[config.mk]
export PLATFORM = sky130hd
export DESIGN_NAME = processor_control_unit
export DESIGN_NICKNAME = d
export VERILOG_FILES = /design/src/rtl/processor_control_unit.sv
export SDC_FILE = /design/constraint.sdc
export NUM_CORES = 1
export LEC_CHECK = 0
export CAP_MARGIN = 20
export CORE_MARGIN = 2
export CORE_UTILIZATION = 40
export CTS_BUF_LIST = sky130_fd_sc_hd__clkbuf_4
export CTS_CLUSTER_SIZE = 28
export DETAILED_ROUTE_END_ITERATION = 16
export PLACE_DENSITY = 0.87
export RECOVER_POWER = 50
export SLEW_MARGIN = 10
export SYNTH_ARGS = -nofsm -noshare
export SYNTH_HDL_FRONTEND = slang
export SYNTH_SLANG_ARGS = --single-unit
[constraint.sdc]
create_clock -name clk -period 3.1 [get_ports clk]
set_clock_uncertainty 0.05 [all_clocks]
set_input_delay 0.31 -clock clk [delete_from_list [all_inputs] [get_ports clk]]
set_output_delay 0.31 -clock clk [all_outputs]
set_load 0.01 [all_outputs]
[src/rtl/processor_control_unit.sv]
// Fetch/decode/execute sequencer for the 8-bit processor: two-byte instruction
// fetch from ROM, mov (RAM -> register) and conditional relative jump.
//
// state     | meaning
// ----------+--------------------------------------------------------------
// FETCH_HI  | latch high instruction byte from ROM, advance ip
// FETCH_LO  | latch low instruction byte from ROM, advance ip
// EXECUTE   | mov: issue RAM read; js: branch on sign flag; illegal: retire
// WRITEBACK | write returned RAM byte into the destination register
module processor_control_unit #(
  parameter int ADDRESS_WIDTH = 4,
  parameter int DATA_WIDTH    = 8,
  parameter int SIGN_BIT      = 0
) (
  input  logic                     clk,
  input  logic                     rst,
  input  logic                     stall,
  output logic [ADDRESS_WIDTH-1:0] rom_addr,
  input  logic [DATA_WIDTH-1:0]    rom_data,
  output logic [ADDRESS_WIDTH-1:0] ram_addr,
  output logic                     ram_rd_en,
  input  logic [DATA_WIDTH-1:0]    ram_rdata,
  input  logic [DATA_WIDTH-1:0]    flags,
  output logic                     reg_wr_en,
  output logic [3:0]               reg_wr_addr,
  output logic [DATA_WIDTH-1:0]    reg_wr_data,
  output logic [ADDRESS_WIDTH-1:0] ip,
  output logic                     instr_done,
  output logic                     illegal_op,
  output logic [1:0]               state
);

  localparam int IW = 2 * DATA_WIDTH;
  localparam logic [ADDRESS_WIDTH-1:0] IP_STEP = ADDRESS_WIDTH'(1);

  typedef enum logic [1:0] {
    FETCH_HI  = 2'd0,
    FETCH_LO  = 2'd1,
    EXECUTE   = 2'd2,
    WRITEBACK = 2'd3
  } state_t;

  state_t                   cur_state;
  state_t                   nxt_state;
  logic [DATA_WIDTH-1:0]    ir_hi;
  logic [DATA_WIDTH-1:0]    ir_lo;
  logic [IW-1:0]            ir;
  logic [ADDRESS_WIDTH-1:0] ip_q;
  logic [ADDRESS_WIDTH-1:0] ir_field;
  logic [1:0]               opcode;
  logic                     is_mov;
  logic                     is_js;
  logic                     is_illegal;
  logic                     branch_taken;
  logic                     active;
  logic                     unused_bits;

  assign ir           = {ir_hi, ir_lo};
  assign opcode       = ir[IW-1 -: 2];
  assign is_mov       = (opcode == 2'b00);
  assign is_js        = (opcode == 2'b01);
  assign is_illegal   = opcode[1];
  // RAM address for mov and branch offset for js share the low IR bits.
  assign ir_field     = ir[ADDRESS_WIDTH-1:0];
  assign branch_taken = is_js && flags[SIGN_BIT];
  assign active       = !rst && !stall;
  assign unused_bits  = ^{flags, ir};

  // State register
  always_ff @(posedge clk) begin
    if (rst) begin
      cur_state <= FETCH_HI;
    end else if (!stall) begin
      cur_state <= nxt_state;
    end
  end

  // Next-state logic
  always_comb begin
    nxt_state = cur_state;
    case (cur_state)
      FETCH_HI:  nxt_state = FETCH_LO;
      FETCH_LO:  nxt_state = EXECUTE;
      EXECUTE:   nxt_state = is_mov ? WRITEBACK : FETCH_HI;
      WRITEBACK: nxt_state = FETCH_HI;
      default:   nxt_state = FETCH_HI;
    endcase
  end

  // Instruction register and instruction pointer
  always_ff @(posedge clk) begin
    if (rst) begin
      ip_q  <= '0;
      ir_hi <= '0;
      ir_lo <= '0;
    end else if (!stall) begin
      case (cur_state)
        FETCH_HI: begin
          ir_hi <= rom_data;
          ip_q  <= ip_q + IP_STEP;
        end
        FETCH_LO: begin
          ir_lo <= rom_data;
          ip_q  <= ip_q + IP_STEP;
        end
        EXECUTE: begin
          // ip already points past the js, so the offset is relative to instr+2.
          if (branch_taken) begin
            ip_q <= ip_q + ir_field;
          end
        end
        default: ;
      endcase
    end
  end

  // Output logic: strobes only fire on live (unstalled, not in reset) cycles
  always_comb begin
    ram_rd_en   = 1'b0;
    reg_wr_en   = 1'b0;
    instr_done  = 1'b0;
    illegal_op  = 1'b0;
    reg_wr_data = '0;
    if (cur_state == WRITEBACK) begin
      reg_wr_data = ram_rdata;
    end
    if (active) begin
      case (cur_state)
        EXECUTE: begin
          if (is_mov) begin
            ram_rd_en = 1'b1;
          end else begin
            instr_done = 1'b1;
            illegal_op = is_illegal;
          end
        end
        WRITEBACK: begin
          reg_wr_en  = 1'b1;
          instr_done = 1'b1;
        end
        default: ;
      endcase
    end
  end

  assign ram_addr    = ir_field;
  assign reg_wr_addr = ir[13:10];
  assign rom_addr    = ip_q;
  assign ip          = ip_q;
  assign state       = cur_state;

endmodule

==> metrics.yaml, run 1 <==
power_and_ir_drop:
  p_comb_share_pct: 25.0
  power_density_nw_per_um2: 335
  power.internal_mw: 0.333
  seqPwrFrac_pct: 51.4
  clkPwrFrac_pct: 23.5
  ir_drop_mv: 0.318
  cellLeakagePower_nw: 0.601
  p_sw_mw: 0.126
  swShare_pct: 27.4
drt:
  routedWlPerCell_um: 13.2
  wl_met1_um: 932
  drt_iter0_drc: 8
  ant_nets: 0
  dr.pass1.iters: 2
  vias_per_cell: 4.99
  met3_length_um: 148
  drt_wl_total_mm: 2.22
  top_layer_used: "met4"
  wl_met2_mm: 1.13
  drc_errors: 0
  vias: 839
final_layout:
  n_fill_cell: 184
  n_antenna_cell: 0
  fin_nets: 173
  area_growth_pct: 51.0
  drive_above_1_share_pct: 4.29
critical_path:
  cp_max_fo: 18
  end_kind: "flop"
  r2r-start: "state[0]"
  crit_chain: "and2b_2 -> and2_1 -> ha_1 -> a21oi_1 -> a21oi_1 -> or4_1 -> a21oi_1"
  critPathArrivalTime_ps: 2530
  critPathLaunchType: "flop"
  r2r-end: "ip[3]"
  crit_required_ps: 3270
  slowest_delay_ps: 620
  crit_top_cell: "a21oi_1"
  r2r.worst_path.cells: 7
  rrSetupSlack_ps: 730
  slowest_stage: "dfxtp_1"
  path_class: "flop to flop"
place:
  gp_congestion: 0.675
  hpwl_mm: 1.69
  portBuffers: 49
clock_network:
  cts_tree: "done"
  cts.sinks: 16
  clock_path_buffers: 2
  cts-root-buf: "clkbuf_4"
  postCtsHoldBufs: 0
  cts.reportedPaths.clkPinSlew_ps: 90
  clock_latency_ps: 280
  post-cts-setup-buffer-count: 0
  cts_buffers: 3
  cts_resized: 0
  htreeDepth: 1
global_route:
  grt-ovfl-total: 0
  grt_antenna_before_repair: 0
  track_usage_pct: 17.8
  grt_pass1_wl_mm: 3.56
  grt_max_degree: 21
  grt_pass1_vias: 815
min_path:
  min_from: "ip[3]"
  hp-class: "flop to flop"
  hold_depth: 2
  worst_hold_path.endpoint: "ip[3]"
sta:
  slew_headroom_pct: 33.8
  timing.final.crit_share_pct: 76.3
  rsz0062_at_grt: "no"
  hold_violations: 0
  fin_crit_ps: 2370
  slew_viol_final: 0
  worst_slew_pin_slew_ps: 985
  finalSetupViolCount: 0
  setup-tns-final_ps: 0
  max_freq_mhz: 423
  holdWs_ps: 454
synthesis:
  synth_seq_cells: 16
  ys_warn_count: 0
  synth_top_cell_by_area: "dfxtp_1"
  synth_area_per_cell_um2: 8.97
  synth_flop_cell: "dfxtp_1"
  async_flop_share_pct: 0
  synth_cell_types: 27
  yosysSeqAreaShare_pct: 35.4
  synth_area_um2: 906
  synth_area_leaders: "dfxtp_1 (35%), mux2i_1 (13%), and3_1 (8.3%), buf_4 (6.6%), nor2_1 (6.6%)"
  synthCells: 101
  synthesis.nets: 132
  synth-edff-count: 0
  yosysTopAreaCellShare_pct: 35.4
run:
  cap_violations: 0
status:
  status: "completed"
die:
  die_area_um2: 2660
  die_y_um: 51.6
  initial_utilization_pct: 41.8
  fp-row-count: 17
  boundaryPins: 57
  fp.coreArea_um2: 2170
  die_w_um: 51.6
==> worst max-delay path: cells and delay by family (launching register included) <==
kind,cells,cell delay [ps]
AOI/OAI and AO/OA,3,400
adders and majority gates,1,310
and+or+nand+nor,3,920
DFF,1,620
==> cell type report <==
type                            count  area, um^2  area share (%)
Clock buffer                        3        22.5            1.65
Inverter                            1        3.75           0.274
Multi-Input combinational cell     70         488            35.7
Sequential cell                    16         320            23.4
Tap cell                           28        35.0            2.56
Timing Repair Buffer               50         498            36.4
==> cells by family (layout without fill, tap and decap cells) <==
family / Yosys count / count (layout) / synth area share [%]
AND/OR/NAND/NOR: 42 / 42 / 27.5
adder cells (fa/ha/maj): 4 / 4 / 6.35
multiplexers: 12 / 12 / 13.3
XOR/XNOR: 1 / 1 / 0.967
AO/OA/AOI/OAI: 11 / 11 / 6.91
buffers and inverters: 15 / 54 / 9.67
flip-flops: 16 / 16 / 35.4
==> cells in the final DEF, fill, tap and decap left out, drive strengths merged, types with 2 or more instances in the layout <==
cell,Yosys,routed
nor2,16,16
dlygate4sd3,0,17
clkbuf,5,3
dfxtp,16,16
clkdlybuf4s50,0,32
nand2,3,3
and2,2,2
a21oi,6,6
and3,12,12
ha,3,3
mux2i,12,12
nor3,2,2
o21ai,2,2
==> synth_stat cells, types with 2 or more instances <==
| cell | n |
|---|---|
| o21ai_0 | 2 |
| a21oi_1 | 6 |
| ha_1 | 3 |
| dfxtp_1 | 16 |
| nor2_1 | 16 |
| mux2i_1 | 12 |
| buf_4 | 8 |
| and3_1 | 12 |
| clkbuf_1 | 5 |
| and2_1 | 2 |
| nand2_1 | 3 |
==> worst max-delay path by stage <==
stage / startpoint / to
floorplan: state[0] / ip[3]
global placement: state[0] / ip[3]
detailed placement: state[0] / ip[3]
CTS: state[0] / ip[3]
global route: state[0] / ip[3]
finish: state[0] / ip[3]
==> per-stage QoR <==
stage	area (um^2)	power, mW	instances	setup WS, ps	utilization [%]
final	1370	0.458	168	735	63.0
after global routing	1370	0.483	168	551	63.0
after global placement	1360	0.357	165	787	62.5
after floorplan	906	0.305	101	985	-
after CTS	1380	0.471	168	701	63.5
after detailed placement	1360	0.363	165	731	62.5
==> metal layers <==
layer | vias to the layer above | track usage, %
met5 | - | 0
met4 | 0 | 7.89
met3 | 2 | 3.16
met2 | 34 | 33.3
met1 | 383 | 19.3
li1 | 420 | -
==> state kept, by name, indices dropped and copies added (netlist names) <==
signal,flops
ir_hi,6
state,2
ip,4
ir_lo,4
==> power by group through the flow <==
stage	combinational, mW	clock, mW	sequential [mW]
2_1_floorplan	0.0670	0	0.238
3_3_place_gp	0.117	0	0.240
3_5_place_dp	0.121	0	0.242
4_1_cts	0.122	0.112	0.237
5_1_grt	0.126	0.117	0.239
6_report	0.115	0.108	0.236
No activity file was read; power rests on OpenSTA's default activity.
==> run 2, diff against run 1 <==
--- a/config.mk
+++ b/config.mk
@@ -7,11 +7,11 @@
 export LEC_CHECK = 0
 export CAP_MARGIN = 20
 export CORE_MARGIN = 2
-export CORE_UTILIZATION = 40
+export CORE_UTILIZATION = 34
 export CTS_BUF_LIST = sky130_fd_sc_hd__clkbuf_4
 export CTS_CLUSTER_SIZE = 28
 export DETAILED_ROUTE_END_ITERATION = 16
-export PLACE_DENSITY = 0.87
+export PLACE_DENSITY = 0.78
 export RECOVER_POWER = 50
 export SLEW_MARGIN = 10
 export SYNTH_ARGS = -nofsm -noshare
==> constraint.sdc (replaced) <==
create_clock -name clk -period 1.9 [get_ports clk]
set_clock_uncertainty 0.05 [all_clocks]
set_input_delay 0.19 -clock clk [delete_from_list [all_inputs] [get_ports clk]]
set_output_delay 0.19 -clock clk [all_outputs]
set_load 0.01 [all_outputs]
==> run 2 against run 1 <==
The flow now finishes with violations (negative setup slack). Sequential power is 60% higher. Total power increased by 70%. Setup slack got worse by 780 ps. Register-to-register slack got worse by 780 ps. Utilization down 3.9 points.
==> metrics.yaml, run 2 (synthesized netlist as in run 1, its figures left out) <==
power_and_ir_drop:
  seqPwrFrac_pct: 48.6  # was 51.4%
  swShare_pct: 27.6  # was 27.4%
  clkPwrFrac_pct: 23.0  # was 23.5%
  ir_drop_mv: 0.430  # was 0.318 mV
  p_comb_share_pct: 28.4  # was 25.0%
  p_total_mw: 0.777  # was 0.458 mW
  cellLeakagePower_nw: 0.634  # was 0.601 nW
  power_density_nw_per_um2: 526  # was 335 nW/um^2
  p_sw_mw: 0.215  # was 0.126 mW
  power.internal_mw: 0.562  # was 0.333 mW
clock_network:
  htreeDepth: 1  # unchanged
  cts_buffers: 3  # unchanged
  cts-root-buf: "clkbuf_4"  # unchanged
  cts.reportedPaths.clkPinSlew_ps: 90  # about the same
  cts_tree: "done"  # unchanged
  clock_latency_ps: 280  # about the same
  cts.sinks: 16  # unchanged
  clock_path_buffers: 2  # unchanged
sta:
  setup-tns-final_ps: -43.1  # was 0 ps
  max_freq_mhz: 515  # was 423 MHz
  hold_violations: 0  # unchanged
  worst_slew_pin_slew_ps: 429  # was 985 ps
  slew_viol_final: 0  # unchanged
  finalSetupViolCount: 1  # was 0
  holdWs_ps: 454  # about the same
  fin_crit_ps: 1940  # was 2370 ps
  timing.final.crit_share_pct: 102  # was 76.3%
  rsz0062_at_grt: "yes"  # was no
  slew_headroom_pct: 71.4  # was 33.8%
  setup_ws_ps: -43.1  # was 735 ps
min_path:
  min_from: "ir_hi[2]"  # was ip[3]
  hp-class: "flop to flop"  # unchanged
  hold_depth: 2  # unchanged
  worst_hold_path.endpoint: "ir_hi[2]"  # was ip[3]
global_route:
  grt-ovfl-total: 0  # unchanged
  grt_pass1_wl_mm: 3.77  # was 3.56 mm
  track_usage_pct: 15.2  # was 17.8%
  grt_antenna_before_repair: 0  # unchanged
  grt_pass1_vias: 834  # was 815
  grt_max_degree: 20  # was 21
place:
  place_ws_ps: 22.2  # was 731 ps
  hpwl_mm: 1.79  # was 1.69 mm
  portBuffers: 49  # unchanged
  place_area_um2: 1430  # was 1360 um^2
  gp_congestion: 0.777  # was 0.675
  dpl.cell_count: 173  # was 165
final_layout:
  top_register: "ir_hi"  # unchanged
  seq_area_um2: 323  # was 320 um^2
  layout.cells.non_filler: 176  # was 168
  stdcell_area_um2: 1480  # was 1370 um^2
  n_antenna_cell: 0  # unchanged
  drive_above_1_share_pct: 15.1  # was 4.29%
  layout.cells.most_common: "clkdlybuf4s50_1"  # unchanged
  utilization_pct: 59.1  # was 63.0%
  largest_register_ff_count: 6  # unchanged
  final_cell_mix: "clkdlybuf4s50_1 (38), nor2_1 (16), dfxtp_1 (14)"  # was clkdlybuf4s50_1 (32), dlygate4sd3_1 (17), nor2_1 (16), dfxtp_1 (16)
  n_fill_cell: 235  # was 184
  multi_input_area_um2: 551  # was 488 um^2
  fin_nets: 179  # was 173
  area_growth_pct: 63.1  # was 51.0%
die:
  initial_utilization_pct: 36.2  # was 41.8%
  die_y_um: 55.6  # was 51.6 um
  die_w_um: 55.6  # was 51.6 um
  fp-row-count: 18  # was 17
  fp.coreArea_um2: 2500  # was 2170 um^2
  die_area_um2: 3090  # was 2660 um^2
  boundaryPins: 57  # unchanged
status:
  violations: "negative setup slack"
  status: "complete, but fails checks"  # was completed
critical_path:
  path_delay_family: "simple AND/OR/NAND/NOR gates"  # unchanged
  crit_buf_inv: 0  # unchanged
  r2r-start: "state[0]"  # unchanged
  crit_chain: "and2b_2 -> and2_4 -> ha_4 -> nand3_2 -> and3_4 -> or4_4 -> a21oi_2"  # was and2b_2 -> and2_1 -> ha_1 -> a21oi_1 -> a21oi_1 -> or4_1 -> a21oi_1
  r2r.worst_path.cells: 7  # unchanged
  r2r-end: "ip[3]"  # unchanged
  slowest_delay_ps: 420  # was 620 ps
  crit_required_ps: 2080  # was 3270 ps
  path_class: "flop to flop"  # unchanged
  critPathLaunchType: "flop"  # unchanged
  rrSetupSlack_ps: -40  # was 730 ps
  critPathArrivalTime_ps: 2120  # was 2530 ps
  cp_max_fo: 4  # was 18
  slowest_stage: "or4_4"  # was dfxtp_1
  end_kind: "flop"  # unchanged
drt:
  vias_per_cell: 4.93  # was 4.99
  drt_iter0_drc: 10  # was 8
  routedWlPerCell_um: 13.2  # about the same
  ant_nets: 0  # unchanged
  vias: 868  # was 839
  drt_wl_total_mm: 2.33  # was 2.22 mm
  dr.pass1.iters: 4  # was 2
  drc_errors: 0  # unchanged
run:
  cap_violations: 0  # unchanged
## run 2: worst max path at each step
| stage | from | end | slack (ps) | depth (start not counted) |
|---|---|---|---|---|
| finish | state[0] | ip[3] | -40 | 7 |
| global route | state[0] | ip[3] | -130 | 7 |
| CTS | state[0] | ip[3] | -8 | 7 |
| detailed placement | state[0] | ip[3] | 20 | 7 |
| global placement | state[0] | ip[3] | 60 | 7 |
| floorplan | state[1] | ip[3] | -10 | 8 |
## run 2: worst register-to-register path: cells and delay by family (launching register included)
kind                       cells  cell delay [ps]
AOI/OAI and AO/OA              1              140
adders and majority gates      1              290
DFF                            1              340
and+or+nand+nor                5             1060
## run 2: area by class of cell
class / count / area share (%)
Clock buffer: 3 / 1.52
Timing Repair Buffer: 56 / 36.6
Inverter: 1 / 0.254
Multi-Input combinational cell: 70 / 37.3
Sequential cell: 16 / 21.8
Tap cell: 30 / 2.54
## run 2: repair_timing
action | CTS | global route
buffers inserted | 0 | 0
gates resized for setup | 3 | 9
hold endpoints to repair | 0 | 0
pin swaps | 0 | 3
hold buffers | 0 | 0
cloned | 0 | 0
setup endpoints to repair | 2 | 4
## run 2: routing by layer
metal	wire (um)	up-vias	GRT usage (%)
met4	45	0	7.32
met3	211	4	4.19
met5	0	-	0
met2	1100	43	25.5
met1	971	387	17.9
li1	-	434	-
## run 2: power by group through the flow
stage               clock network (mW)  registers (mW)  logic [mW]
global route                     0.195           0.382       0.242
floorplan                            0           0.390       0.113
CTS                              0.182           0.378       0.229
finish                           0.179           0.378       0.221
global placement                     0           0.383       0.220
detailed placement                   0           0.385       0.226
==> run 3, diff against run 2 <==
--- a/config.mk
+++ b/config.mk
@@ -9,7 +9,7 @@
 export CORE_MARGIN = 2
 export CORE_UTILIZATION = 34
 export CTS_BUF_LIST = sky130_fd_sc_hd__clkbuf_4
-export CTS_CLUSTER_SIZE = 28
+export CTS_CLUSTER_SIZE = 16
 export DETAILED_ROUTE_END_ITERATION = 16
 export PLACE_DENSITY = 0.78
 export RECOVER_POWER = 50
@@ -17,3 +17,4 @@
 export SYNTH_ARGS = -nofsm -noshare
 export SYNTH_HDL_FRONTEND = slang
 export SYNTH_SLANG_ARGS = --single-unit
+export TNS_END_PERCENT = 20
==> results of run 3 <==
Final layout, timing and power as in run 2 (identical DEF).
